**config.mk**
```make
export PLATFORM = sky130hd
export DESIGN_NAME = work_loader
export DESIGN_NICKNAME = d
export VERILOG_FILES = /design/src/rtl/work_loader_pkg.sv /design/src/rtl/work_shadow_regs.sv /design/src/rtl/work_loader.sv
export SDC_FILE = /design/constraint.sdc
export NUM_CORES = 1
export LEC_CHECK = 0
export ABC_AREA = 1
export BUFFER_PORTS_ARGS = -buffer_cell sky130_fd_sc_hd__buf_4
export CORE_ASPECT_RATIO = 1.2
export CORE_UTILIZATION = 45
export DETAILED_ROUTE_END_ITERATION = 16
export GPL_TIMING_DRIVEN = 0
export SLEW_MARGIN = 5
export SYNTH_ARGS = -nofsm -noshare
export SYNTH_HDL_FRONTEND = slang
export SYNTH_HIERARCHICAL = 1
export SYNTH_SLANG_ARGS = --single-unit
```
**constraint.sdc**
```tcl
create_clock -name clk -period 38.1 [get_ports clk]
set_input_delay 7.62 -clock clk [delete_from_list [all_inputs] [get_ports clk]]
set_output_delay 7.62 -clock clk [all_outputs]
set_load 0.1 [all_outputs]
```
**src/rtl/work_loader_pkg.sv**
```systemverilog
// Shared types and constants for the work-unit loader feeding the mining core.
// Optional checksum word is enabled with WORK_LOADER_XOR_CHECK_EN.
package work_loader_pkg;

    localparam int unsigned WORD_W         = 32;
    localparam int unsigned WORK_WORDS     = 11;
    localparam int unsigned WORK_WORDS_CHK = 12;
    localparam int unsigned CNT_W          = 4;
    localparam int unsigned TAIL_IDX       = WORK_WORDS - 1;

    typedef struct packed {
        logic [WORD_W-1:0] a;
        logic [WORD_W-1:0] b;
        logic [WORD_W-1:0] c;
        logic [WORD_W-1:0] d;
        logic [WORD_W-1:0] e;
        logic [WORD_W-1:0] f;
        logic [WORD_W-1:0] g;
        logic [WORD_W-1:0] h;
    } hash_state_t;

    typedef enum logic [1:0] {
        ST_LOAD   = 2'd0,
        ST_COMMIT = 2'd1,
        ST_DRAIN  = 2'd2,
        ST_CHECK  = 2'd3
    } loader_state_t;

endpackage

```
**src/rtl/work_shadow_regs.sv**
```systemverilog
// Shadow register file for one work unit being assembled; the running XOR
// accumulator exists only when WORK_LOADER_XOR_CHECK_EN is defined.
module work_shadow_regs
    import work_loader_pkg::*;
(
    input  logic              clk,
    input  logic              rst,
    input  logic              wr_en,
    input  logic [CNT_W-1:0]  wr_idx,
    input  logic [WORD_W-1:0] wr_data,
    output hash_state_t       shadow_hs,
    output logic [WORD_W-1:0] shadow_w1,
    output logic [WORD_W-1:0] shadow_w2,
    output logic [WORD_W-1:0] shadow_w3
`ifdef WORK_LOADER_XOR_CHECK_EN
    ,
    output logic [WORD_W-1:0] xor_acc
`endif
);

    logic [WORD_W-1:0] words [WORK_WORDS];

    always_ff @(posedge clk or posedge rst) begin
        if (rst) begin
            for (int i = 0; i < int'(WORK_WORDS); i++) begin
                words[i] <= '0;
            end
        end else if (wr_en) begin
            for (int i = 0; i < int'(WORK_WORDS); i++) begin
                if (wr_idx == CNT_W'(i)) begin
                    words[i] <= wr_data;
                end
            end
        end
    end

`ifdef WORK_LOADER_XOR_CHECK_EN
    // Word 0 restarts the checksum so a dropped unit never pollutes the next one.
    always_ff @(posedge clk or posedge rst) begin
        if (rst) begin
            xor_acc <= '0;
        end else if (wr_en) begin
            xor_acc <= (wr_idx == '0) ? wr_data : (xor_acc ^ wr_data);
        end
    end
`endif

    assign shadow_hs.a = words[0];
    assign shadow_hs.b = words[1];
    assign shadow_hs.c = words[2];
    assign shadow_hs.d = words[3];
    assign shadow_hs.e = words[4];
    assign shadow_hs.f = words[5];
    assign shadow_hs.g = words[6];
    assign shadow_hs.h = words[7];
    assign shadow_w1   = words[8];
    assign shadow_w2   = words[9];
    assign shadow_w3   = words[10];

endmodule

```
**src/rtl/work_loader.sv**
```systemverilog
// Streams a work unit into shadow registers and commits it atomically to the core.
// Define WORK_LOADER_XOR_CHECK_EN to require a trailing XOR checksum word.
module work_loader
    import work_loader_pkg::*;
(
    input  logic              clk,
    input  logic              rst,
    input  logic              in_valid,
    output logic              in_ready,
    input  logic [WORD_W-1:0] in_data,
    input  logic              in_last,
    input  logic              flush,
    output logic              core_valid,
    output logic              core_newblock,
    output hash_state_t       core_hashstate,
    output logic [WORD_W-1:0] core_w1,
    output logic [WORD_W-1:0] core_w2,
    output logic [WORD_W-1:0] core_w3,
    output logic              load_error
);

    loader_state_t     state, state_nxt;
    logic [CNT_W-1:0]  cnt, cnt_nxt;
    logic              xfer_c;
    logic              wr_en_c;
    logic              commit_c;
    logic              err_c;
    hash_state_t       shadow_hs;
    logic [WORD_W-1:0] shadow_w1, shadow_w2, shadow_w3;
`ifdef WORK_LOADER_XOR_CHECK_EN
    logic [WORD_W-1:0] xor_acc;
`endif

    assign xfer_c = in_valid && in_ready;

    work_shadow_regs u_shadow (
        .clk       (clk),
        .rst       (rst),
        .wr_en     (wr_en_c),
        .wr_idx    (cnt),
        .wr_data   (in_data),
        .shadow_hs (shadow_hs),
        .shadow_w1 (shadow_w1),
        .shadow_w2 (shadow_w2),
        .shadow_w3 (shadow_w3)
`ifdef WORK_LOADER_XOR_CHECK_EN
        ,
        .xor_acc   (xor_acc)
`endif
    );

    // Next-state, word count and strobes; flush overrides any transfer.
    always_comb begin
        state_nxt = state;
        cnt_nxt   = cnt;
        wr_en_c   = 1'b0;
        commit_c  = 1'b0;
        err_c     = 1'b0;
        if (flush) begin
            state_nxt = ST_LOAD;
            cnt_nxt   = '0;
        end else begin
            case (state)
                ST_LOAD: begin
                    if (xfer_c) begin
                        if (cnt != CNT_W'(TAIL_IDX)) begin
                            if (in_last) begin
                                err_c   = 1'b1;
                                cnt_nxt = '0;
                            end else begin
                                wr_en_c = 1'b1;
                                cnt_nxt = cnt + CNT_W'(1);
                            end
                        end else begin
                            wr_en_c = 1'b1;
                            cnt_nxt = '0;
`ifdef WORK_LOADER_XOR_CHECK_EN
                            if (in_last) begin
                                err_c = 1'b1;
                            end else begin
                                state_nxt = ST_CHECK;
                            end
`else
                            if (in_last) begin
                                state_nxt = ST_COMMIT;
                            end else begin
                                err_c     = 1'b1;
                                state_nxt = ST_DRAIN;
                            end
`endif
                        end
                    end
                end
`ifdef WORK_LOADER_XOR_CHECK_EN
                ST_CHECK: begin
                    if (xfer_c) begin
                        if (!in_last) begin
                            err_c     = 1'b1;
                            state_nxt = ST_DRAIN;
                        end else if (in_data == xor_acc) begin
                            state_nxt = ST_COMMIT;
                        end else begin
                            err_c     = 1'b1;
                            state_nxt = ST_LOAD;
                        end
                    end
                end
`endif
                ST_COMMIT: begin
                    commit_c  = 1'b1;
                    state_nxt = ST_LOAD;
                    cnt_nxt   = '0;
                end
                ST_DRAIN: begin
                    if (xfer_c && in_last) begin
                        state_nxt = ST_LOAD;
                        cnt_nxt   = '0;
                    end
                end
                default: begin
                    state_nxt = ST_LOAD;
                    cnt_nxt   = '0;
                end
            endcase
        end
    end

    // Control registers; in_ready is low only while the commit cycle is pending.
    always_ff @(posedge clk or posedge rst) begin
        if (rst) begin
            state         <= ST_LOAD;
            cnt           <= '0;
            in_ready      <= 1'b0;
            core_valid    <= 1'b0;
            core_newblock <= 1'b0;
            load_error    <= 1'b0;
        end else begin
            state         <= state_nxt;
            cnt           <= cnt_nxt;
            in_ready      <= (state_nxt != ST_COMMIT);
            core_newblock <= commit_c;
            load_error    <= err_c;
            if (flush) begin
                core_valid <= 1'b0;
            end else if (commit_c) begin
                core_valid <= 1'b1;
            end
        end
    end

    // Active work seen by the core; only ever replaced as a whole.
    always_ff @(posedge clk or posedge rst) begin
        if (rst) begin
            core_hashstate <= '0;
            core_w1        <= '0;
            core_w2        <= '0;
            core_w3        <= '0;
        end else if (commit_c) begin
            core_hashstate <= shadow_hs;
            core_w1        <= shadow_w1;
            core_w2        <= shadow_w2;
            core_w3        <= shadow_w3;
        end
    end

endmodule
```
=== Word-level counts from Yosys, hierarchy flattened ===
Cells that the tools add are included.

* Output and inout bits: 356
* Bits in latches: 0
* Memory bits (read-only): 0
* Memory bits (writable): 0
* Input bits: 37
* Memories kept: 0
* Bits in registers: 714

* Muxes and demuxes: 26
* $add $sub $neg: 1
* Equality and inequality tests: 16
* Bitwise operators: 0
* Magnitude comparators: 0
* Reductions and logical operators: 17
* Shifts and indexed selects: 0
* Divide/modulo/power cells: 0
* $mul: 0

{| class="wikitable"
|+ Operators by type and width
! operator !! number
|-
| $reduce_and 2->1 || 12
|-
| $mux 4 || 5
|-
| $eq 4x3->1 const B || 4
|-
| $mux 1 || 14
|-
| $eq 4x4->1 const B || 3
|-
| $mux 2 || 5
|-
| $eq 4x2->1 const B || 2
|-
| $pmux 4 s2 || 1
|-
| $ne 3x3->1 const B || 2
|-
| $add 4x1->4 const B || 1
|-
| $eq 4x1->1 const B || 1
|-
| $logic_not 4->1 || 1
|-
| $ne 4x4->1 const B || 1
|-
| $pmux 2 s2 || 1
|-
| $eq 2x1->1 const B || 1
|-
| $eq 2x2->1 const B || 1
|-
| $logic_and 1x1->1 || 2
|-
| $logic_not 2->1 || 1
|-
| $ne 2x1->1 const B || 1
|-
| $reduce_bool 2->1 || 1
|}

=== Depth between registers and ports, before layout ===
* Depth in word-level cells: 6
* Mapped depth: 11

=== By module ===
Netlist, hierarchy kept.

{| class="wikitable"
|+ Modules (own cells, without submodules)
! module !! cells an instance !! instances !! area an instance (µm²)
|-
| work_shadow_regs || 1711 || 1 || 14785.4
|-
| work_loader || 1563 || 1 || 13719.4
|}

=== Worst setup path after synthesis ===
OpenSTA, ideal clock, no wires.

* Kind: input port to flip-flop
* Start: in in_last
* End: reg u_shadow.words (netlist bit u_shadow/shadow_w2[10])
* Library setup time: 121 ps
* Data arrival time: 8907 ps
* Stages: 8
* Setup slack: 29071 ps
* Required time: 37979 ps
* Cells stage by stage: ha_1 -> nor3_1 -> buf_2 -> nand3_1 -> buf_2 -> buf_1 -> o21bai_1 -> nand2_1

* Word-level cells in the longest chain between the ends: 6

{| class="wikitable"
|+ Ends and longest elaborated chain
! element !! RTL line !! text
|-
| start: declaration || work_loader.sv:11 || <nowiki>input logic in_last,</nowiki>
|-
| $mux 1 || work_loader.sv:67 || <nowiki>if (in_last) begin</nowiki>
|-
| $mux 1 || work_loader.sv:66 || <nowiki>if (cnt != CNT_W'(TAIL_IDX)) begin</nowiki>
|-
| $mux 1 || work_loader.sv:65 || <nowiki>if (xfer_c) begin</nowiki>
|-
| $mux 1 || work_loader.sv:63 || <nowiki>case (state)</nowiki>
|-
| $mux 1 || work_loader.sv:59 || <nowiki>if (flush) begin</nowiki>
|-
| net wr_en_c || work_loader.sv:25 || <nowiki>logic wr_en_c;</nowiki>
|-
| $reduce_and 2->1 (no line) || - ||
|-
| end signal: indexed assignment || work_shadow_regs.sv:31 || <nowiki>words[i] <= wr_data;</nowiki>
|-
| end: declaration || work_shadow_regs.sv:21 || <nowiki>logic [WORD_W-1:0] words [WORK_WORDS];</nowiki>
|}

The timed path passes the listed nets, and every way through them passes these cells.
A chain may end at the register's enable or synchronous reset.

=== Worst setup path after layout ===
* Start: in in_last
* End: reg u_shadow.words (netlist bit u_shadow/shadow_w2[17])

The elaborated chain is that of the path after synthesis.

==> metrics.md <==
| Metric | Value |
|---|---|
| Clock Tree Root | clkbuf_16 |
| Leakage | 19.85 nW |
| CP max stage cell | nor2_1 |
| DR pass1 iterations | 6 |
| Initial antenna violation count | 2 |
| Post_cts resized | 0 |
| Fmax | 109.1 MHz |
| H-Tree Depth | 3 |
| RSZ-0062 raised after global routing | false |
| Worst Max-Slew Pin Slew | 1.567 ns |
| Dpl cells | 4,489 |
| Layout Nets | 3,788 |
| Hpwl dp | 63,190 um |
| Post-synth net total | 3,314 |
| Primary FF master, synth | dfrtp_1 |
| FP Rows | 100 |
| Power per cell area | 45.33 nW/um^2 |
| Via/cell ratio | 5.046 |
| HP Class | register to register |
| # DRC | 0 |
| Max clock buf depth | 3 |
| Clk_skew | 0.02341 ns |
| MaxCap Viol Count | 4 |
| CP required | 38.63 ns |
| Avg Cell Area, Syn | 8.706 um^2 |
| Final GP Congestion | 0.8524 |
| Flop pwr share | 50.3% |
| Final setup fails | 0 |
| CTS clock-pin slew for the worst setup and hold paths | 0.06 ns |
| Fin. Hold Viols | 0 |
| Internal Power | 1.223 mW |
| Number of synthesized flops with an enable pin | 0 |
| Critical Path End Type | register |
| Slew HR | -4.478% |
| Die ar. | 64,360 um^2 |
| CP cell instances | buf_4 -> ha_1 -> nor3_1 -> buf_2 -> nand3_1 -> nor2_1 -> buf_2 -> nand2_1 -> nand2_1 |
| Die Y | 277.7 um |
| Drt initial violations | 2,052 |
| Vias in the first global route | 23,280 |
| VDD IR max | 0.02665 mV |
| Crit path launch type | primary input |
| Synth Instances | 3,274 |
| CTS Buf Count | 73 |
| Number of buffers added on ports | 392 |
| Overflow after GRT | 0 |
| Area grow syn2layout | 22.98% |
| Period utilisation layout | 24.05% |
| CP Max Fanout | 10 |
| GR Util All Layers | 29.00% |
| Share of total power in combinational logic | 4.6% |
| Postcts setup bufs | 0 |
| Flop and latch count out of synthesis | 714 |
| Final antenna-violating net count | 0 |
| Max stage delay on crit path | 0.39 ns |
| Clock Power Share | 45.1% |
| Library cells used by synthesis | 19 |
| First-pass GRT wire length | 139,700 um |
| Async set or reset register ratio after synthesis | 100.0% |
| Clock latency on the worst-skew pair | 0.61 ns |
| Core area | 62,310 um^2 |
| Fill count | 5,733 |
| Via count | 23,290 |
| Net load switching power | 0.3660 mW |
| Layout cells sized above 1 | 16.59% |
| Violated checks | max-capacitance violations, max-slew violations |
| Path type of the worst setup path | primary input to register |
| Routed len/inst | 20.08 um |
| Yosys warnings | 6 |
| Register area share after synthesis | 62.68% |
| Final Critical Period | 9.163 ns |
| CTS tree | yes |
| Switch share | 23.03% |
| Fin. max-slew vios | 21 |
| Post-Syn Area | 28,500 um^2 |
| Starting Density | 45.75% |
| Status | finished with violations |
| Cts hold-fix bufs | 0 |
| Post-route insts no fill | 4,615 |
| WL final | 92,670 um |
| Die width | 231.8 um |
| Worst path arrival time | 9.69 ns |
| Largest net degree at the start of global routing | 110 |
| Setup tns final | 0 ns |
| Sink Count | 714 |
| I/O pin count | 393 |
==> through the flow <==
| stage | util (%) | hold WS [ns] | setup slack (ns) | area (um^2) | power (mW) |
|---|---|---|---|---|---|
| final | 56.26 | 0.4600 | 28.94 | 35060 | 1.589 |
| after global routing | 56.26 | 0.4898 | 28.76 | 35060 | 1.643 |
| after CTS | 56.26 | 0.4640 | 28.94 | 35050 | 1.603 |
| after detailed placement | 52.43 | 0.4500 | 28.30 | 32670 | 0.8853 |
| after global placement | 52.11 | 0.4525 | 16.62 | 32470 | 0.8808 |
| after floorplan | - | 0.4419 | 20.43 | 28500 | 0.8490 |
==> path summary, 6_finish.rpt <==
path | endpoint | slack [ns] | depth (start not counted) | start
max | u_shadow/shadow_w2[17] | 28.94 | 9 | in_last
min | core_hashstate[74] | 0.46 | 2 | u_shadow/shadow_hs[74]
max reg2reg | u_shadow/shadow_w2[17] | 35.00 | 10 | cnt[1]
min reg2reg | core_hashstate[74] | 0.46 | 2 | u_shadow/shadow_hs[74]
max in group asynchronous | u_shadow/shadow_w2[27] | 29.71 | 4 | rst
min in group asynchronous | core_w2[6] | 7.08 | 2 | rst
==> state kept, by name, indices dropped and copies added (netlist names) <==
name and flops:
core_hashstate 256, u_shadow/shadow_hs 256, core_w1 32, core_w2 32, core_w3 32, u_shadow/shadow_w1 32, u_shadow/shadow_w2 32, u_shadow/shadow_w3 32
cnt 4, state 2, core_newblock 1, core_valid 1, in_ready 1, load_error 1
==> power by group through the flow <==
stage / combinational, mW / sequential [mW] / clock, mW
after floorplan: 0.0417 / 0.807 / 0
after global placement: 0.0680 / 0.813 / 0
after detailed placement: 0.0729 / 0.812 / 0
after CTS: 0.0732 / 0.799 / 0.731
after global routing: 0.0807 / 0.801 / 0.761
final: 0.0731 / 0.799 / 0.717
==> area by class of cell <==
cell class,instances,area [um^2],area share (%)
buffer,221,984.7,2.809
tap,816,1021,2.912
inverter,148,570.5,1.628
multi-input combinational,2191,9104,25.97
timing repair buffer,399,3123,8.909
clock inverter,8,93.84,0.2677
clock buffer,117,2290,6.532
sequential,714,17870,50.97
antenna,1,2.502,0.007138
==> synth_stat cells (2+ instances only) <==
library cell	number	area share, %
nand2_1	1882	25
nand4_1	130	2.9
inv_2	8	0.11
buf_2	101	1.8
ha_1	3	0.13
nor3_1	2	0.035
nand3_1	17	0.30
nor2_1	21	0.28
buf_1	15	0.20
dfrtp_1	714	63
buf_4	6	0.16
inv_1	140	1.8
o21bai_1	128	3.4
nor2_2	4	0.088
clkbuf_1	99	1.3
==> cell families (layout without fill, tap and decap cells) <==
group | after synthesis | after routing | share of synthesized area [%]
adder cells (fa/ha/maj) | 3 | 3 | 0.1317
buffers and inverters | 369 | 893 | 5.381
XOR/XNOR | 1 | 1 | 0.03073
flip-flops | 714 | 714 | 62.68
AO/OA/AOI/OAI | 130 | 130 | 3.406
other | 0 | 1 | 0
AND/OR/NAND/NOR | 2057 | 2057 | 28.37
==> worst max-delay path, delay by kind of cell <==
| family | cells | cell delay (ns) |
|---|---|---|
| simple gates | 5 | 1.12 |
| fa+ha+maj | 1 | 0.18 |
| buf+inv | 3 | 0.76 |
==> per-layer routing <==
metal  routed length (um)  global-route usage, %
met2                45080                  47.70
met5                   13                      0
met1                36850                  36.95
met3                 6443                  5.150
met4                 4278                  13.83
==> layout by cell type (no fill, tap or decap), drive strengths merged <==
master / count
diode: 1
o21ai: 1
clkbuf: 216
nand2: 1882
nand3: 18
buf: 521
dfrtp: 714
bufinv: 2
inv: 149
o21bai: 128
clkinv: 5
nor3: 2
nor2: 25
nand4: 130
ha: 3
xor2: 1
a21oi: 1
Power figures use the tool's default switching activity.
